==> config.mk <==
export PLATFORM = sky130hd
export DESIGN_NAME = alu_access_ctrl
export DESIGN_NICKNAME = d
export VERILOG_FILES = /design/src/rtl/alu_ctrl_pkg.sv /design/src/rtl/rr_arb2.sv /design/src/rtl/alu_access_ctrl.sv
export SDC_FILE = /design/constraint.sdc
export NUM_CORES = 1
export LEC_CHECK = 0
export BUFFER_PORTS_ARGS = -buffer_cell sky130_fd_sc_hd__buf_2
export CORE_MARGIN = 8
export CORE_UTILIZATION = 43
export DETAILED_ROUTE_END_ITERATION = 6
export PLACE_DENSITY = 0.78
export SETUP_SLACK_MARGIN = 0.4
export SYNTH_ARGS = -nofsm -noshare
export SYNTH_HDL_FRONTEND = slang
export SYNTH_HIERARCHICAL = 1
export SYNTH_SLANG_ARGS = --single-unit
export TNS_END_PERCENT = 20
==> constraint.sdc <==
create_clock -name clk -period 1.6 [get_ports clk]
set_input_delay 0.32 -clock clk [delete_from_list [all_inputs] [get_ports clk]]
set_output_delay 0.32 -clock clk [all_outputs]
set_load 0.02 [all_outputs]
==> src/rtl/alu_ctrl_pkg.sv <==
// Shared opcode map and sequencer state encoding for the ALU access controller.
package alu_ctrl_pkg;

    localparam logic [2:0] OP_ADD    = 3'd0;
    localparam logic [2:0] OP_SUB    = 3'd1;
    localparam logic [2:0] OP_REM    = 3'd2;
    localparam logic [2:0] OP_AND    = 3'd3;
    localparam logic [2:0] OP_OR     = 3'd4;
    localparam logic [2:0] OP_CONCAT = 3'd5;
    localparam logic [2:0] OP_EQUAL  = 3'd6;
    localparam logic [2:0] OP_LESS   = 3'd7;

    typedef enum logic [1:0] {
        ST_IDLE = 2'd0,
        ST_EXEC = 2'd1,
        ST_DONE = 2'd2
    } state_e;

endpackage

==> src/rtl/rr_arb2.sv <==
// Two-way round-robin arbiter: a lone request wins outright, a tie goes to the pointer.
module rr_arb2 (
    input  logic [1:0] req_i,
    input  logic       ptr_i,
    output logic [1:0] gnt_o,
    output logic       idx_o
);

    always_comb begin
        gnt_o = 2'b00;
        idx_o = 1'b0;
        case (req_i)
            2'b01: begin
                gnt_o = 2'b01;
                idx_o = 1'b0;
            end
            2'b10: begin
                gnt_o = 2'b10;
                idx_o = 1'b1;
            end
            2'b11: begin
                gnt_o = ptr_i ? 2'b10 : 2'b01;
                idx_o = ptr_i;
            end
            default: begin
                gnt_o = 2'b00;
                idx_o = 1'b0;
            end
        endcase
    end

endmodule

==> src/rtl/alu_access_ctrl.sv <==
// Shares one external combinational ALU between two requesters: accept, execute, return.
module alu_access_ctrl
    import alu_ctrl_pkg::*;
#(
    parameter int W          = 8,
    parameter int NREQ       = 2,
    parameter int DIV0_CHECK = 1
) (
    input  logic                clk,
    input  logic                rst_n,
    input  logic [NREQ-1:0]     req_valid,
    output logic [NREQ-1:0]     req_ready,
    input  logic [NREQ*W-1:0]   req_x,
    input  logic [NREQ*W-1:0]   req_y,
    input  logic [NREQ*3-1:0]   req_op,
    output logic [NREQ-1:0]     rsp_valid,
    input  logic [NREQ-1:0]     rsp_ready,
    output logic [W-1:0]        rsp_z,
    output logic                rsp_cout,
    output logic                rsp_ov,
    output logic                rsp_zf,
    output logic                rsp_err,
    output logic [W-1:0]        alu_x,
    output logic [W-1:0]        alu_y,
    output logic [2:0]          alu_c,
    input  logic [W-1:0]        alu_z,
    input  logic                alu_cout,
    input  logic                alu_ov,
    input  logic                alu_zf
);

    state_e         state_q, state_d;
    logic           ptr_q, ptr_d;
    logic           gnt_q, gnt_d;
    logic [W-1:0]   alu_x_q, alu_x_d;
    logic [W-1:0]   alu_y_q, alu_y_d;
    logic [2:0]     alu_c_q, alu_c_d;
    logic [W-1:0]   rsp_z_q, rsp_z_d;
    logic           rsp_cout_q, rsp_cout_d;
    logic           rsp_ov_q, rsp_ov_d;
    logic           rsp_zf_q, rsp_zf_d;
    logic           rsp_err_q, rsp_err_d;

    logic [1:0]     arb_gnt;
    logic           arb_idx;
    logic           div0;

    rr_arb2 u_arb (
        .req_i (req_valid),
        .ptr_i (ptr_q),
        .gnt_o (arb_gnt),
        .idx_o (arb_idx)
    );

    assign div0 = (DIV0_CHECK != 0) && (alu_c_q == OP_REM) && (alu_y_q == '0);

    always_comb begin
        state_d    = state_q;
        ptr_d      = ptr_q;
        gnt_d      = gnt_q;
        alu_x_d    = alu_x_q;
        alu_y_d    = alu_y_q;
        alu_c_d    = alu_c_q;
        rsp_z_d    = rsp_z_q;
        rsp_cout_d = rsp_cout_q;
        rsp_ov_d   = rsp_ov_q;
        rsp_zf_d   = rsp_zf_q;
        rsp_err_d  = rsp_err_q;
        req_ready  = '0;
        rsp_valid  = '0;
        case (state_q)
            ST_IDLE: begin
                // No accept may be signalled while reset is held, even from IDLE.
                if ((|req_valid) && rst_n) begin
                    req_ready = arb_gnt;
                    gnt_d     = arb_idx;
                    alu_x_d   = arb_idx ? req_x[2*W-1:W] : req_x[W-1:0];
                    alu_y_d   = arb_idx ? req_y[2*W-1:W] : req_y[W-1:0];
                    alu_c_d   = arb_idx ? req_op[5:3]    : req_op[2:0];
                    state_d   = ST_EXEC;
                end
            end
            ST_EXEC: begin
                if (div0) begin
                    rsp_z_d    = '0;
                    rsp_cout_d = 1'b0;
                    rsp_ov_d   = 1'b0;
                    rsp_zf_d   = 1'b1;
                    rsp_err_d  = 1'b1;
                end else begin
                    rsp_z_d    = alu_z;
                    rsp_cout_d = alu_cout;
                    rsp_ov_d   = alu_ov;
                    rsp_zf_d   = alu_zf;
                    rsp_err_d  = 1'b0;
                end
                state_d = ST_DONE;
            end
            ST_DONE: begin
                rsp_valid[gnt_q] = 1'b1;
                if (rsp_ready[gnt_q]) begin
                    ptr_d   = ~gnt_q;
                    state_d = ST_IDLE;
                end
            end
            default: state_d = ST_IDLE;
        endcase
    end

    always_ff @(posedge clk) begin
        if (!rst_n) begin
            state_q    <= ST_IDLE;
            ptr_q      <= 1'b0;
            gnt_q      <= 1'b0;
            alu_x_q    <= '0;
            alu_y_q    <= '0;
            alu_c_q    <= '0;
            rsp_z_q    <= '0;
            rsp_cout_q <= 1'b0;
            rsp_ov_q   <= 1'b0;
            rsp_zf_q   <= 1'b0;
            rsp_err_q  <= 1'b0;
        end else begin
            state_q    <= state_d;
            ptr_q      <= ptr_d;
            gnt_q      <= gnt_d;
            alu_x_q    <= alu_x_d;
            alu_y_q    <= alu_y_d;
            alu_c_q    <= alu_c_d;
            rsp_z_q    <= rsp_z_d;
            rsp_cout_q <= rsp_cout_d;
            rsp_ov_q   <= rsp_ov_d;
            rsp_zf_q   <= rsp_zf_d;
            rsp_err_q  <= rsp_err_d;
        end
    end

    assign alu_x    = alu_x_q;
    assign alu_y    = alu_y_q;
    assign alu_c    = alu_c_q;
    assign rsp_z    = rsp_z_q;
    assign rsp_cout = rsp_cout_q;
    assign rsp_ov   = rsp_ov_q;
    assign rsp_zf   = rsp_zf_q;
    assign rsp_err  = rsp_err_q;

endmodule

==> results of run 1 <==
==> power by group through the flow <==
stage	Sequential [mW]	Clock, mW	Combinational, mW
6_report	1.05	0.426	0.633
3_5_place_dp	1.03	0	0.531
3_3_place_gp	1.03	0	0.521
4_1_cts	1.03	0.438	0.580
5_1_grt	1.06	0.494	0.679
2_1_floorplan	1.13	0	0.228
==> cells by family after synthesis <==
kind of cell,count (synthesis)
multiplexers,41
buffers and inverters,15
flip-flops,35
AO/OA/AOI/OAI,20
AND/OR/NAND/NOR,36
==> stage by stage <==
stage          instance area (um2)  total power [mW]  setup slack, ns  utilization (%)  cells
2_1_floorplan                 1540              1.35           0.0949                -    147
6_report                      2380              2.11           -0.213             70.8    291
3_3_place_gp                  2050              1.55         -0.00342             61.0    282
4_1_cts                       2210              2.05           -0.226             65.8    289
5_1_grt                       2380              2.23           -0.274             70.8    291
3_5_place_dp                  2050              1.56          -0.0143             61.0    282
==> layout by cell type, fill, tap and decap left out, types with 2 or more instances in the layout <==
master	instances
buf_2	55
buf_6	13
mux2i_1	41
and2_4	5
a22o_1	9
a21oi_1	2
dfxtp_4	8
inv_1	4
buf_4	31
o21ai_0	2
clkbuf_4	5
inv_2	2
dfxtp_1	14
nand2_1	21
nor4_4	2
dfxtp_2	13
==> how the worst min path moves through the flow <==
| stage | start | to | slack (ns) | cells after the start |
|---|---|---|---|---|
| 6_report | rsp_ready[1] | ptr_q | 0.19 | 2 |
| 5_1_grt | rsp_ready[1] | ptr_q | 0.17 | 2 |
| 4_1_cts | alu_cout | rsp_cout | 0.18 | 2 |
| 3_5_place_dp | alu_x[4] | alu_x[4] | 0.45 | 2 |
| 3_3_place_gp | alu_x[4] | alu_x[4] | 0.44 | 2 |
| 2_1_floorplan | rsp_ready[1] | ptr_q | 0.43 | 1 |
==> synth_stat cells (3+ instances only) <==
master | number | area [um2]
dfxtp_1 | 35 | 701
a22o_1 | 9 | 78.8
and2_1 | 5 | 31.3
nand2_1 | 21 | 78.8
buf_6 | 3 | 33.8
clkbuf_1 | 5 | 18.8
mux2i_1 | 41 | 410
inv_1 | 4 | 15.0
==> state kept, by name, summed over array words and instances, names as in the netlist <==
register,count
alu_x,8
alu_y,8
rsp_z,8
alu_c,3
state_q,2
gnt_q,1
ptr_q,1
rsp_cout,1
rsp_err,1
rsp_ov,1
rsp_zf,1
==> per-layer routing <==
layer  up-vias  wire (um)  share of wire, %  GRT usage, %
li1        715          -                 -             -
met1       642       1730                40          16.4
met2        55       2210                51          25.1
met3         9        350               8.0          6.32
met4         0         80               1.8          7.68
met5         -          0                 0             0
==> cell type report <==
cell class,instances,area [um2]
Inverter,6,22.5
Sequential cell,35,747
Clock buffer,6,41.3
Timing Repair Buffer,101,699
Multi-Input combinational cell,97,812
Tap cell,46,57.6
Fill cell,285,983
==> timing repair <==
item / 4_1_cts / 5_1_grt
pin swaps: 12 / 11
cloned: 0 / 1
buffers inserted: 1 / 1
gates resized for setup: 38 / 52
endpoints found under the setup margin: 44 / 63
==> impl_metrics.yaml, run 1 <==
status:
  status: "finished with violations"
  violations: "setup timing"
timing:
  tightest_slew_ns: 0.337
  period_share_pct: 113
  relSlewSlack_pct: 77.5
  fin_worst_skew_ns: 0.00412
  fmax_ghz: 0.551
  min_period_ns: 1.81
  setup_viol: 3
  setup_ws_ns: -0.213
  timing.setup.tns_ns: -0.430
  maxSlewViolCount: 0
  rsz0062_at_grt: "yes"
  final-hold-violation-count: 0
  fin_hold_ws_ns: 0.191
worst_hold_path:
  min_path_type: "input port to register"
yosys:
  muxShareOfSynthArea_pct: 27.0
  synth_xor_area_share_pct: 0
  syn_avg_cell_area_um2: 10.4
  synthesis.nets: 202
  synth_ff_type: "dfxtp_1"
  synthesis.area_mm2: 0.00152
  synth_edf_count: 0
  synthCells: 147
  ys_seq_area_share_pct: 46.1
  synth_compound_area_share_pct: 10.0
  synth_top_family_by_area: "multiplexers"
  synth_fa_ha_area_share_pct: 0
  ys_warn_count: 6
  synth.distinct_cells: 26
  ys_ff_latch: 35
  ys_async_sr_fraction_pct: 0
  synth-simple-area-share_pct: 11.5
final_layout:
  fin_nets: 301
  drive_above_1_share_pct: 58.0
  area_growth_pct: 56.4
  diodes: 0
place:
  dp_hpwl_um: 3230
  numPortBuffers: 89
  place_congestion: 0.748
pwr:
  pwr-share-clk_pct: 20.2
  p_per_area_mw_per_mm2: 885
  internal-power_mw: 1.46
  seq_power_share_pct: 49.7
  leakagePower_nw: 1.20
  vdd_ir_drop_max_mv: 0.516
  p_switching_uw: 647
  pwr-share-comb_pct: 30.1
  p_sw_share_pct: 30.7
floorplan:
  rows: 21
  die_w_um: 75.5
  dieHeight_um: 75.5
  ios: 90
  core_area_mm2: 0.00336
  die_area_mm2: 0.00570
  initial_core_util_pct: 45.2
worst_setup_path:
  path_depth: 4
  max_stage_delay_ns: 0.51
  worstPathRequired_ns: 1.28
  crit_fanout: 3
  crit_start: "state_q[1]"
  worst-path-buf-inv: 2
  worstReg2RegEnd: "alu_c[1]"
  cp_slowest_cell: "or4_4"
  crit_path_start_kind: "register"
  endpoint: "req_ready[0]"
  reg2reg_depth: 3
  r2r_start: "state_q[1]"
  crit_path_end_kind: "primary output"
  path_class: "register to primary output"
  critPathTopFamily: "simple AND/OR/NAND/NOR gates"
  path_cells: "or4_4 -> inv_2 -> and2_4 -> buf_6"
  reg2reg_slack_ns: 0.22
  arrival_ns: 1.49
detailed_routing:
  ant_nets: 0
  drtPass1Iterations: 4
  via_count: 1421
  routedWlPerCell_um: 15.0
  drtIter0Drc: 37
  routed_wirelength_um: 4370
  drt-vias-per-instance: 4.88
  drc_errors: 0
global_route:
  grt_start_max_net_pins: 25
  grt_pass1_vias: 1452
  grt_overflow: 0
  antenna_found_initial: 0
  grt_use_total_pct: 15.2
  grt_pass1_wl_um: 6490
cts:
  clkLatencyLatePin_ns: 0.33
  clockBufferDepth: 2
  cts_tree: "built"
  clk_root_buffer_cell: "clkbuf_4"
  holdBufCountCts: 0
  path_clk_slew_ns: 0.10
  clock-sinks: 35
  cts-buffers-inserted: 5
  htreeDepth: 2
run:
  drv_cap: 0
(Power assumes the default switching activity.)
==> run 2, diff against run 1 <==
--- a/config.mk
+++ b/config.mk
@@ -11,6 +11,7 @@
 export DETAILED_ROUTE_END_ITERATION = 6
 export PLACE_DENSITY = 0.78
 export SETUP_SLACK_MARGIN = 0.4
+export SKIP_LAST_GASP = 1
 export SYNTH_ARGS = -nofsm -noshare
 export SYNTH_HDL_FRONTEND = slang
 export SYNTH_HIERARCHICAL = 1
==> run 2 against run 1 <==
The flow still finishes with violations (setup timing). First-iteration DRC count grew 8.1%. Combinational power shrank 12%. Global-route usage decreased by 0.19 points. Critical path depth stayed put. Core utilization decreased by 5.7 points. Worst hold slack improved by 0.0017 ns. Setup slack gained 0.0035 ns. Sequential power about the same.
==> impl_metrics.yaml, run 2 (synthesis gave the netlist of run 1 again) <==
status:
  status: "finished with violations"
  violations: "setup timing"
worst_setup_path:
  path_cells: "or4_4 -> inv_2 -> and2_4 -> buf_6"
  worst-path-buf-inv: 2
  reg2reg_slack_ns: 0.23
  crit_path_end_kind: "primary output"
  max_stage_delay_ns: 0.51
  crit_fanout: 3
  cp_slowest_cell: "or4_4"
  r2r_start: "state_q[1]"
  worstPathRequired_ns: 1.28
  crit_start: "state_q[1]"
  path_depth: 4
  reg2reg_depth: 3
  crit_path_start_kind: "register"
  endpoint: "req_ready[0]"
  critPathTopFamily: "simple AND/OR/NAND/NOR gates"
  arrival_ns: 1.49
  path_class: "register to primary output"
  worstReg2RegEnd: "alu_y[6]"
place:
  post-place-ws_ns: -0.0143
  dp_cells: 282
  place_congestion: 0.748
  dp_hpwl_um: 3230
  numPortBuffers: 89
cts:
  clkLatencyLatePin_ns: 0.33
  htreeDepth: 2
  clockBufferDepth: 2
  cts_tree: "built"
  holdBufCountCts: 0
  path_clk_slew_ns: 0.09
  clock-sinks: 35
  clk_root_buffer_cell: "clkbuf_4"
  cts-buffers-inserted: 5
floorplan:
  die_w_um: 75.5
  initial_core_util_pct: 45.2
  die_area_mm2: 0.00570
  dieHeight_um: 75.5
  rows: 21
  core_area_mm2: 0.00336
  ios: 90
detailed_routing:
  wl_met3_um: 355
  top_layer_used: "met4"
  dr_wl_met2_um: 2060
  drt-vias-per-instance: 4.79
  routed_wirelength_um: 4210
  via_count: 1394
  drtPass1Iterations: 4
  drtIter0Drc: 40
  ant_nets: 0
  drc_errors: 0
  drt-met1-wl_um: 1710
  routedWlPerCell_um: 14.5
timing:
  fin_worst_skew_ns: 0.00191
  setup_viol: 2
  maxSlewViolCount: 0
  period_share_pct: 113
  tightest_slew_ns: 0.341
  setup_ws_ns: -0.210
  timing.setup.tns_ns: -0.420
  final-hold-violation-count: 0
  rsz0062_at_grt: "yes"
  fmax_ghz: 0.552
  min_period_ns: 1.81
  relSlewSlack_pct: 77.1
global_route:
  grt_pass1_vias: 1429
  grt_overflow: 0
  grt_pass1_wl_um: 6420
  grt_use_total_pct: 15.0
  antenna_found_initial: 0
  grt_start_max_net_pins: 25
pwr:
  leakagePower_nw: 1.16
  p_per_area_mw_per_mm2: 917
  vdd_ir_drop_max_mv: 0.553
final_layout:
  drive_above_1_share_pct: 49.4
  diodes: 0
  mostFrequentLayoutCells: "buf_2, mux2i_1, dfxtp_1"
  layout_commonest_cell: "buf_2"
  area_growth_pct: 43.8
  regArea_um2: 703
  utilization_pct: 65.1
  final-instance-count-excl-fill: 291
  fin_nets: 301
  n_fill_cell: 319
  multi_input_comb_area_um2: 790
run:
  drv_cap: 0
worst_hold_path:
  min_path_type: "input port to register"
## run 2: changes by cell type in the layout (fill, tap and decap cells not counted), moves of 8 or more
cell	before	now
buf_4	31	9
dfxtp_4	8	0
dfxtp_2	13	2
buf_2	55	86
dfxtp_1	14	33
buf_6	13	5
## run 2: area by class of cell
cell class	instances	share of cell area (%)
multi-input cells	97	36.1
flip-flops and latches	35	32.1
repair buffers	101	26.2
well taps	46	2.63
clock buffers	6	1.89
inverters	6	1.03
## run 2: stage by stage
stage,area [um2],power [mW],hold slack (ns)
after floorplan,1540,1.35,0.433
after global placement,2050,1.55,0.442
after detailed placement,2050,1.56,0.454
after CTS,2140,2.00,0.184
after global routing,2190,2.13,0.179
final,2190,2.01,0.193
## run 2: report_power, final
group	switching, mW	internal (mW)	leakage (nW)
combinational	0.297	0.261	0.851
sequential	0.0619	0.960	0.289
clock	0.270	0.156	0.0242
## run 2: worst min path at each step
stage | from | endpoint | slack (ns) | depth (start not counted)
3_3_place_gp | alu_x[4] | alu_x[4] | 0.44 | 2
4_1_cts | alu_cout | rsp_cout | 0.18 | 2
3_5_place_dp | alu_x[4] | alu_x[4] | 0.45 | 2
2_1_floorplan | rsp_ready[1] | ptr_q | 0.43 | 1
5_1_grt | alu_z[3] | rsp_z[3] | 0.18 | 2
6_report | alu_cout | rsp_cout | 0.19 | 2
## run 2: layer usage
layer  global-route usage, %  up-vias
met1                    16.1      621
li1                        -      710
met2                    24.7       52
met5                       0        -
met3                    6.32       11
met4                    7.68        0
## run 2: worst reg2reg max path: stages, from the launching register on
cell and delay, ns:
dfxtp_2 0.33, or4_4 0.51, buf_4 0.26, mux2i_1 0.16
## run 2: repair_timing
action	4_1_cts	5_1_grt
endpoints found under the setup margin	44	66
pin swaps	1	1
buffers inserted	1	1
gates cloned	0	1
gates resized for setup	14	8
